--- src/rtl/lut_wvf_gen_mch_pkg.sv ---
// Shared types and helpers for the multi-channel LUT waveform generator.
// Holds the control states, quadrant codes and quarter-wave mapping.
package lut_wvf_pkg;

  typedef enum logic [1:0] {
    ST_IDLE = 2'd0,
    ST_RUN  = 2'd1,
    ST_HOLD = 2'd2
  } state_e;

  typedef enum logic [1:0] {
    Q0_RISE_POS = 2'd0,
    Q1_FALL_POS = 2'd1,
    Q2_FALL_NEG = 2'd2,
    Q3_RISE_NEG = 2'd3
  } quad_e;

  // Quadrants 1 and 3 walk the stored quarter backwards.
  function automatic logic quad_mirror(input quad_e q);
    return (q == Q1_FALL_POS) || (q == Q3_RISE_NEG);
  endfunction

  // Offset-binary reconstruction: midscale plus or minus the magnitude.
  function automatic logic [31:0] quarter_map(
    input quad_e       q,
    input logic [31:0] entry,
    input int          lut_bits
  );
    logic [31:0] m;
    logic [31:0] v;
    m = 32'd1 << (lut_bits - 1);
    v = entry & (m - 32'd1);
    if ((q == Q0_RISE_POS) || (q == Q1_FALL_POS))
      quarter_map = m + v;
    else
      quarter_map = m - v;
  endfunction

endpackage

--- src/rtl/lut_wvf_gen_mch_phase_ch.sv ---
// One generator channel: phase accumulator, LUT select, quarter-wave
// mapping and registered sample / end-of-period outputs.
module lut_wvf_phase_ch
  import lut_wvf_pkg::*;
#(
  parameter int LUT_BITS   = 8,
  parameter int ADDR_BITS  = 4,
  parameter int PHASE_BITS = 8,
  parameter int LUT_DEPTH  = 2 ** ADDR_BITS
) (
  input  logic                          clk_i,
  input  logic                          rst_i,
  input  logic                          load_i,
  input  logic                          tick_i,
  input  logic                          mode_quarter_i,
  input  logic [PHASE_BITS-1:0]         ofs_i,
  input  logic [PHASE_BITS-1:0]         inc_i,
  input  logic [LUT_DEPTH*LUT_BITS-1:0] lut_rom_i,
  output logic                          carry_o,
  output logic [LUT_BITS-1:0]           value_o,
  output logic                          end_o
);

  logic [PHASE_BITS-1:0] acc_q;
  logic [PHASE_BITS-1:0] acc_d;
  logic [PHASE_BITS:0]   sum;
  logic [LUT_BITS-1:0]   value_q;
  logic [LUT_BITS-1:0]   value_d;
  logic                  end_q;
  logic [ADDR_BITS-1:0]  faddr;
  logic [ADDR_BITS-1:0]  qidx;
  quad_e                 quad;

  assign sum     = {1'b0, acc_q} + {1'b0, inc_i};
  assign acc_d   = sum[PHASE_BITS-1:0];
  assign carry_o = sum[PHASE_BITS];
  assign value_o = value_q;
  assign end_o   = end_q;

  // Sample selection from the pre-increment phase.
  always_comb begin
    faddr = acc_q[PHASE_BITS-1 -: ADDR_BITS];
    quad  = quad_e'(acc_q[PHASE_BITS-1 -: 2]);
    qidx  = acc_q[PHASE_BITS-3 -: ADDR_BITS];
    if (quad_mirror(quad))
      qidx = ~qidx;
    if (mode_quarter_i)
      value_d = LUT_BITS'(quarter_map(
        quad,
        32'(lut_rom_i[qidx*LUT_BITS +: LUT_BITS]),
        LUT_BITS));
    else
      value_d = lut_rom_i[faddr*LUT_BITS +: LUT_BITS];
  end

  // Accumulator load/advance and registered sample outputs.
  always_ff @(posedge clk_i) begin
    if (rst_i) begin
      acc_q   <= '0;
      value_q <= '0;
      end_q   <= 1'b0;
    end else begin
      end_q <= 1'b0;
      if (load_i) begin
        acc_q <= ofs_i;
      end else if (tick_i) begin
        acc_q   <= acc_d;
        value_q <= value_d;
        end_q   <= carry_o;
      end
    end
  end

endmodule

--- src/rtl/lut_wvf_gen_mch.sv ---
// Multi-channel DDS-style LUT waveform generator top: run control,
// sample pacing (wait counter or external trigger) and channel array.
module lut_wvf_gen_mch
  import lut_wvf_pkg::*;
#(
  parameter int NUM_CH     = 2,
  parameter int LUT_BITS   = 8,
  parameter int ADDR_BITS  = 4,
  parameter int PHASE_BITS = 8,
  parameter int WAIT_BITS  = 16
) (
  input  logic                                 CLK_SYS,
  input  logic                                 RST,
  input  logic                                 EN,
  input  logic                                 MODE_QUARTER,
  input  logic                                 ONE_SHOT,
  input  logic                                 TRGG_EXT_EN,
  input  logic                                 TRGG_CNT_FLAG,
  input  logic [WAIT_BITS-1:0]                 WAIT_CYC,
  input  logic [NUM_CH*PHASE_BITS-1:0]         PHASE_INC,
  input  logic [NUM_CH*PHASE_BITS-1:0]         PHASE_OFS,
  input  logic [(2**ADDR_BITS)*LUT_BITS-1:0]   LUT_ROM,
  output logic [NUM_CH*LUT_BITS-1:0]           LUT_VALUE,
  output logic                                 LUT_VALID,
  output logic [NUM_CH-1:0]                    LUT_END,
  output logic                                 BUSY
);

  state_e               state_q;
  logic [WAIT_BITS-1:0] cnt_q;
  logic                 trg_q;
  logic                 valid_q;
  logic                 busy_q;
  logic                 load;
  logic                 tick;
  logic [NUM_CH-1:0]    carry;
  logic                 unused_carry;

  assign load         = (state_q == ST_IDLE) && EN;
  assign LUT_VALID    = valid_q;
  assign BUSY         = busy_q;
  assign unused_carry = ^carry;

  // Sample strobe: only while running and enabled.
  always_comb begin
    tick = 1'b0;
    if ((state_q == ST_RUN) && EN) begin
      if (TRGG_EXT_EN)
        tick = TRGG_CNT_FLAG && !trg_q;
      else
        tick = (cnt_q >= WAIT_CYC);
    end
  end

  // Run-control FSM with wait counter, trigger history and flags.
  always_ff @(posedge CLK_SYS) begin
    if (RST) begin
      state_q <= ST_IDLE;
      cnt_q   <= '0;
      trg_q   <= 1'b0;
      valid_q <= 1'b0;
      busy_q  <= 1'b0;
    end else begin
      trg_q   <= TRGG_CNT_FLAG;
      valid_q <= 1'b0;
      unique case (state_q)
        ST_IDLE: begin
          if (EN) begin
            state_q <= ST_RUN;
            cnt_q   <= '0;
            busy_q  <= 1'b1;
          end
        end
        ST_RUN: begin
          if (!EN) begin
            state_q <= ST_IDLE;
            busy_q  <= 1'b0;
          end else begin
            if (cnt_q >= WAIT_CYC)
              cnt_q <= '0;
            else
              cnt_q <= cnt_q + 1'b1;
            if (tick) begin
              valid_q <= 1'b1;
              if (ONE_SHOT && carry[0]) begin
                state_q <= ST_HOLD;
                busy_q  <= 1'b0;
              end
            end
          end
        end
        ST_HOLD: begin
          if (!EN)
            state_q <= ST_IDLE;
        end
        default: begin
          state_q <= ST_IDLE;
          busy_q  <= 1'b0;
        end
      endcase
    end
  end

  for (genvar c = 0; c < NUM_CH; c++) begin : g_ch
    lut_wvf_phase_ch #(
      .LUT_BITS  (LUT_BITS),
      .ADDR_BITS (ADDR_BITS),
      .PHASE_BITS(PHASE_BITS)
    ) u_ch (
      .clk_i         (CLK_SYS),
      .rst_i         (RST),
      .load_i        (load),
      .tick_i        (tick),
      .mode_quarter_i(MODE_QUARTER),
      .ofs_i         (PHASE_OFS[c*PHASE_BITS +: PHASE_BITS]),
      .inc_i         (PHASE_INC[c*PHASE_BITS +: PHASE_BITS]),
      .lut_rom_i     (LUT_ROM),
      .carry_o       (carry[c]),
      .value_o       (LUT_VALUE[c*LUT_BITS +: LUT_BITS]),
      .end_o         (LUT_END[c])
    );
  end

endmodule

--- config.mk ---
export PLATFORM = sky130hd
export DESIGN_NAME = lut_wvf_gen_mch
export DESIGN_NICKNAME = d
export VERILOG_FILES = /design/src/rtl/lut_wvf_gen_mch_pkg.sv /design/src/rtl/lut_wvf_gen_mch_phase_ch.sv /design/src/rtl/lut_wvf_gen_mch.sv
export SDC_FILE = /design/constraint.sdc
export NUM_CORES = 1
export LEC_CHECK = 0
export BUFFER_PORTS_ARGS = -buffer_cell sky130_fd_sc_hd__buf_2
export CAP_MARGIN = 20
export CORE_MARGIN = 2
export CORE_UTILIZATION = 50
export DETAILED_ROUTE_END_ITERATION = 12
export PLACE_DENSITY = 0.75
export SYNTH_ARGS = -nofsm -noshare
export SYNTH_HDL_FRONTEND = slang
export SYNTH_SLANG_ARGS = --single-unit
--- constraint.sdc ---
create_clock -name CLK_SYS -period 3 [get_ports CLK_SYS]
set_input_delay 0.15 -clock CLK_SYS [delete_from_list [all_inputs] [get_ports CLK_SYS]]
set_output_delay 0.15 -clock CLK_SYS [all_outputs]
set_load 0.01 [all_outputs]
# [Yosys cells after proc, flatten, opt, wreduce, memory -nomap -nowiden]
# Index checks and enable logic that the tools add are counted.
[classes] n_addsub=7 n_reduce_logical=20 n_eq_ne=11 bitwise=7 n_lt_le_gt_ge=1 mux=28 shifts=4
[op_table] op="$shiftx 128x8->7" n=2
[op_table] op="$shiftx 128x8->8" n=2
[op_table] op="$mux 8" n=8
[op_table] op="$mux 16" n=3
[op_table] op="$pmux 16 s2" n=1
[op_table] op="$add 8x8->9" n=2
[op_table] op="$add 16x1->16 const B" n=1
[op_table] op="$add 8x7->8 const A" n=2
[op_table] op="$ge 16x16->1" n=1
[op_table] op="$sub 8x7->8 const A" n=2
[op_table] op="$mux 2" n=5
[op_table] op="$mux 4" n=2
[op_table] op="$not 4->4" n=2
[op_table] op="$reduce_and 4->1" n=2
[op_table] op="$mux 1" n=7
[op_table] op="$eq 2x1->1 const B" n=3
[op_table] op="$eq 2x2->1 const B" n=3
[op_table] op="$logic_not 2->1" n=3
[op_table] op="$ne 2x2->1 const B" n=3
[op_table] op="$ne 3x2->1 const B" n=2
[op_table] op="$pmux 2 s3" n=1
[op_table] op="$reduce_or 3->1" n=2
[op_table] op="$not 1->1" n=5
[op_table] op="$logic_and 1x1->1" n=4
[op_table] op="6 further kinds" n=10
[totals] output_inout_bits=20 word_cells=89 ff_bits=55 in_bits=183

# [Depth between registers and ports, before layout]
[depth] ltp_word=7 mapped_depth=14 mapped_depth_nobuf=11

# [Modules after synthesis]
# From an unflattened synthesis, not the netlist that was laid out.
[hier_totals] cells_unflattened=975 hier_area_um2=9166.3
[modules_own_cells] mod="lut_wvf_phase_ch at g_ch[1].u_ch" instances=1 seq_area_each_um2=340.3 area_each_um2=3928.8 cells_per_inst=405
[modules_own_cells] mod="lut_wvf_phase_ch at g_ch[0].u_ch" instances=1 seq_area_each_um2=340.3 area_each_um2=3774.9 cells_per_inst=393
[modules_own_cells] mod="lut_wvf_gen_mch" instances=1 seq_area_each_um2=420.4 area_each_um2=1462.7 cells_per_inst=177

# [Worst setup path before layout]
# No wires, ideal clock.
[synth_timing] path_type="register to register" startpoint="register g_ch[0].u_ch.acc_q[3]" endpoint="register g_ch[0].u_ch.value_q[6]" synth_period_minus_slack_ns=2.696 required_ns=2.914 path_slack_ns=0.304 path_buffers=1 setup_time_ns=0.086 t_arrival_ns=2.611 path_stages_with_launch=11 path_cell_list="dfxtp_1 buf_2 xor2_1 mux4_1 nand2b_1 a31oi_1 ha_1 inv_1 o211ai_2 o31ai_1 a211oi_1"
[synth_between] elab_chain_len=6 word_cells_on_any_way=7 classes_between="2 x add/sub; 1 x shift; 3 x mux; 1 x bitwise"
[synth_lines] item="from (decl)" line="lut_wvf_gen_mch_phase_ch.sv:24" source="logic [PHASE_BITS-1:0] acc_q;"
[synth_lines] item="from (signal assigned)" line="lut_wvf_gen_mch_phase_ch.sv:65" source="acc_q <= ofs_i;"
[synth_lines] item="$not 4->4" line="lut_wvf_gen_mch_phase_ch.sv:46" source="qidx = ~qidx;"
[synth_lines] item="$mux 4 *" line="lut_wvf_gen_mch_phase_ch.sv:45" source="if (quad_mirror(quad))"
[synth_lines] item="$shiftx 128x8->7 *" line="lut_wvf_gen_mch_phase_ch.sv:50" source="32'(lut_rom_i[qidx*LUT_BITS +: LUT_BITS]),"
[synth_lines] item="$sub 8x7->8 or $add 8x7->8 (tied branches)" line="lut_wvf_gen_mch_pkg.sv:36, lut_wvf_gen_mch_pkg.sv:34"
[synth_lines] item="$mux 8 *" line="lut_wvf_gen_mch_pkg.sv:33" source="if ((q == Q0_RISE_POS) || (q == Q1_FALL_POS))"
[synth_lines] item="$mux 8 *" line="lut_wvf_gen_mch_phase_ch.sv:47" source="if (mode_quarter_i)"
[synth_lines] item="to (signal assigned)" line="lut_wvf_gen_mch_phase_ch.sv:68" source="value_q <= value_d;"
[synth_lines] item="to (decl)" line="lut_wvf_gen_mch_phase_ch.sv:27" source="logic [LUT_BITS-1:0] value_q;"
# Mark *: on every way between the ends. The rest lies on a longest branch, timed or not.
# A chain may end at the register's enable or synchronous reset.

# [Final worst setup path]
[layout_timing] startpoint="register g_ch[1].u_ch.acc_q[6]" endpoint="register g_ch[1].u_ch.value_q[6]"
[layout_between] elab_chain_len=7 word_cells_on_any_way=12 classes_between="2 x add/sub; 2 x eq/ne; 2 x shift; 3 x mux; 3 x reduce/logical"
[layout_lines] item="from (decl)" line="lut_wvf_gen_mch_phase_ch.sv:24"
[layout_lines] item="from (signal assigned)" line="lut_wvf_gen_mch_phase_ch.sv:65"
[layout_lines] item="$eq 2x1->1 or $eq 2x2->1 (tied branches)" line="lut_wvf_gen_mch_pkg.sv:20, lut_wvf_gen_mch_pkg.sv:33"
[layout_lines] item="$logic_or 1x1->1" line="lut_wvf_gen_mch_pkg.sv:20" source="return (q == Q1_FALL_POS) || (q == Q3_RISE_NEG);"
[layout_lines] item="$mux 4" line="lut_wvf_gen_mch_phase_ch.sv:45"
[layout_lines] item="$shiftx 128x8->7" line="lut_wvf_gen_mch_phase_ch.sv:50"
[layout_lines] item="$sub 8x7->8 or $add 8x7->8 (tied branches)" line="lut_wvf_gen_mch_pkg.sv:36, lut_wvf_gen_mch_pkg.sv:34"
[layout_lines] item="$mux 8" line="lut_wvf_gen_mch_pkg.sv:33"
[layout_lines] item="$mux 8 *" line="lut_wvf_gen_mch_phase_ch.sv:47"
[layout_lines] item="to (signal assigned)" line="lut_wvf_gen_mch_phase_ch.sv:68"
[layout_lines] item="to (decl)" line="lut_wvf_gen_mch_phase_ch.sv:27"
# Marked as above.

==> reports/qor.csv <==
metric;value;unit
vias;8967;
Worst Tran Pin Value;0.800;ns
clock latency on the worst-skew pair;0.31;ns
drt pass-1 iters;5;
number of buffers created by CTS;5;
Worst path slowest cell;mux4_2;
Synth top area share;34.3;%
Slew headroom;46.6;%
root buffer cell;clkbuf_16;
Worst setup EP type;flop;
Worst path most repeated cell;mux4_2;
CTS H-tree lvls;2;
Comb pwr share;55.4;%
Buf/Inv on CP;2;
top cell family by delay on the critical path;multiplexers;
Mapped Cells;880;
crit path launch;g_ch[1].u_ch.acc_q[6]$_SDFFE_PP0P_;
flops & latches, synth;55;
pwr/cell area;312;mW/mm2
Reg-to-Reg End;g_ch[1].u_ch.value_o[6]$_SDFFE_PP0P_;
Hold Violations, Final;0;
slowest stage delay, CP;0.52;ns
placer's final routability congestion estimate;0.959;
WP data required;3.24;ns
area leader, netlist;mux4_2;
initial drt markers;982;
vias in the first global route;8480;
largest net degree at the start of global routing;50;
Cell variety after synth;80;
Die ar.;0.0183;mm2
kind of critical path;flop to flop;
EDFF count, synth;0;
Top Ports;203;
die height;135;um
CP Launch Type;flop;
CTS tree;yes;
critical path depth;10;
hold_ws;0.0742;ns
sequential share of the synthesized area;12.8;%
grt ovf;0;
synthesized area;0.00860;mm2
max-slew violation count;0;
Flop pwr share;25.2;%
Initial Util;51.5;%
Final min period;2.92;ns
Post-CTS Hold Buffers;0;
commonest non-fill, non-tap cell in the layout;buf_2;
placed cell area;0.0100;mm2
area of the core;0.0167;mm2
hpwl dp;22700;um
Post-Syn Nets;1100;
CP arrival;3.16;ns
worst reg2reg startpoint;g_ch[1].u_ch.acc_q[6]$_SDFFE_PP0P_;
max cap viols;0;
sw power;1.25;mW
Pint;1.95;mW
Avg Vias per Cell;6.91;
Setup crit end;g_ch[1].u_ch.value_o[6]$_SDFFE_PP0P_;
# rows;47;
Main synth FF type;dfxtp_1;
Routed Wire Length;28800;um
fmax;0.342;GHz
post-layout util;61.4;%
status;completed;
Post-DRT Antenna Nets;0;
reg2reg path depth;10;
Layout area overhead;19.2;%
Leak;4.11;nW
CTS clk-pin slew, worst paths;0.08;ns
Avg WL per Cell;22.2;um
layout cell share with drive strength beyond 1;41.3;%
commonest non-fill, non-tap cells in the layout;202 x buf_2, 131 x mux4_2, 64 x nand2_1, 58 x buf_4, 57 x a21oi_1;
Tcrit/Tclk final;97.5;%
GRT Total Usage;31.3;%
clock buffer depth;2;
r2r setup slk;0.08;ns
die width;135;um
crit-path cells;buf_12 > mux4_2 > mux4_2 > and2_1 > a21oi_2 > ha_2 > inv_1 > o311ai_1 > o41ai_1 > a21oi_1;
Ys Warns;0;
initial antenna violation count;0;
fin nets;1297;
Avg Inst Size Synth;9.78;um2
Worst Skew;0.00788;ns
clock power share;19.5;%
number of port buffers;202;
clock sink total;55;
crit-path max FO;19;
post-synthesis async set-or-reset flop share;0;%
Hold Path Class;primary input to flop;
Finished Cell Area;0.0103;mm2
# setup viols final;0;
worst vdd ir;0.000215;V
synth top area cells;mux4_2 34%, dfxtp_1 13%, ha_1 5.1%, a21oi_1 3.4%, nand2_1 2.8%;
# diodes;0;
Sw Ratio;39.1;%
first-pass GRT wire length;45200;um
Residual DRC;0;
power groups by stage:
stage               combinational (mW)  sequential, mW  clock (mW)
CTS                               1.72           0.806       0.628
global placement                  1.69           0.822           0
finish                            1.77           0.807       0.623
floorplan                         1.16           0.792           0
detailed placement                1.71           0.823           0
global route                      1.89           0.812       0.651
per-layer routing:
layer | vias to the layer above | global-route usage, % | wire length, um
met5 | - | 0 | 0
met4 | 0 | 9.90 | 838
met3 | 71 | 4.86 | 3110
met2 | 595 | 52.1 | 13900
met1 | 4357 | 42.4 | 11000
li1 | 3944 | - | -
flip-flops by register name, summed over array words and instances, names as in the netlist:
name and flops:
cnt_q 16, g_ch.u_ch.acc_q 16, g_ch.u_ch.value_o 16, g_ch.u_ch.end_o 2, state_q 2, BUSY 1
LUT_VALID 1, trg_q 1
per-stage QoR:
step           total power [mW]  worst slack (ns)  setup TNS (ns)  instances
3_3_place_gp               2.51             0.150               0       1288
2_1_floorplan              1.95             0.304               0        880
4_1_cts                    3.15            0.0599               0       1296
5_1_grt                    3.36           -0.0380         -0.0380       1298
3_5_place_dp               2.54             0.101               0       1288
6_report                   3.20            0.0761               0       1298
cells by family after synthesis:
group                    share of synthesized area [%]
multiplexers                                      37.5
buffers and inverters                             6.46
adder cells (fa/ha/maj)                           5.56
AO/OA/AOI/OAI                                     21.3
XOR/XNOR                                          3.03
flip-flops                                        12.8
AND/OR/NAND/NOR                                   13.4
synth_stat cells (all sizes together), types with 16 or more instances:
cell type  number
mux2i          20
clkbuf         37
a22oi          21
nand2          65
dfxtp          55
o22ai          22
o21ai          40
mux4          133
xor2           16
nor2           52
inv            39
buf            39
a21oi          60
ha             35
final cells by class:
cell class / count / area, um2
clock buffer: 5 / 125
clock inverter: 3 / 28.8
fill: 1428 / 6450
inverter: 40 / 150
multi-input combinational: 709 / 6990
sequential: 55 / 1110
tap: 220 / 275
timing repair buffer: 266 / 1570
timing repair:
action,CTS,global route
setup buffers,0,2
endpoints found under the setup margin,0,18
gates resized for setup,0,12
worst min-delay path by stage:
| stage | startpoint | to | slack, ns | cells past startpoint |
|---|---|---|---|---|
| after floorplan | TRGG_CNT_FLAG | trg_q$_SDFF_PP0_ | 0.28 | 1 |
| after global placement | TRGG_CNT_FLAG | trg_q$_SDFF_PP0_ | 0.38 | 2 |
| after detailed placement | TRGG_CNT_FLAG | trg_q$_SDFF_PP0_ | 0.39 | 2 |
| after CTS | TRGG_CNT_FLAG | trg_q$_SDFF_PP0_ | 0.07 | 2 |
| after global routing | PHASE_OFS[7] | g_ch[0].u_ch.acc_q[7]$_SDFFE_PP0P_ | 0.11 | 3 |
| final | TRGG_CNT_FLAG | trg_q$_SDFF_PP0_ | 0.07 | 2 |
Note: power is estimated with default switching activity, not from simulation.
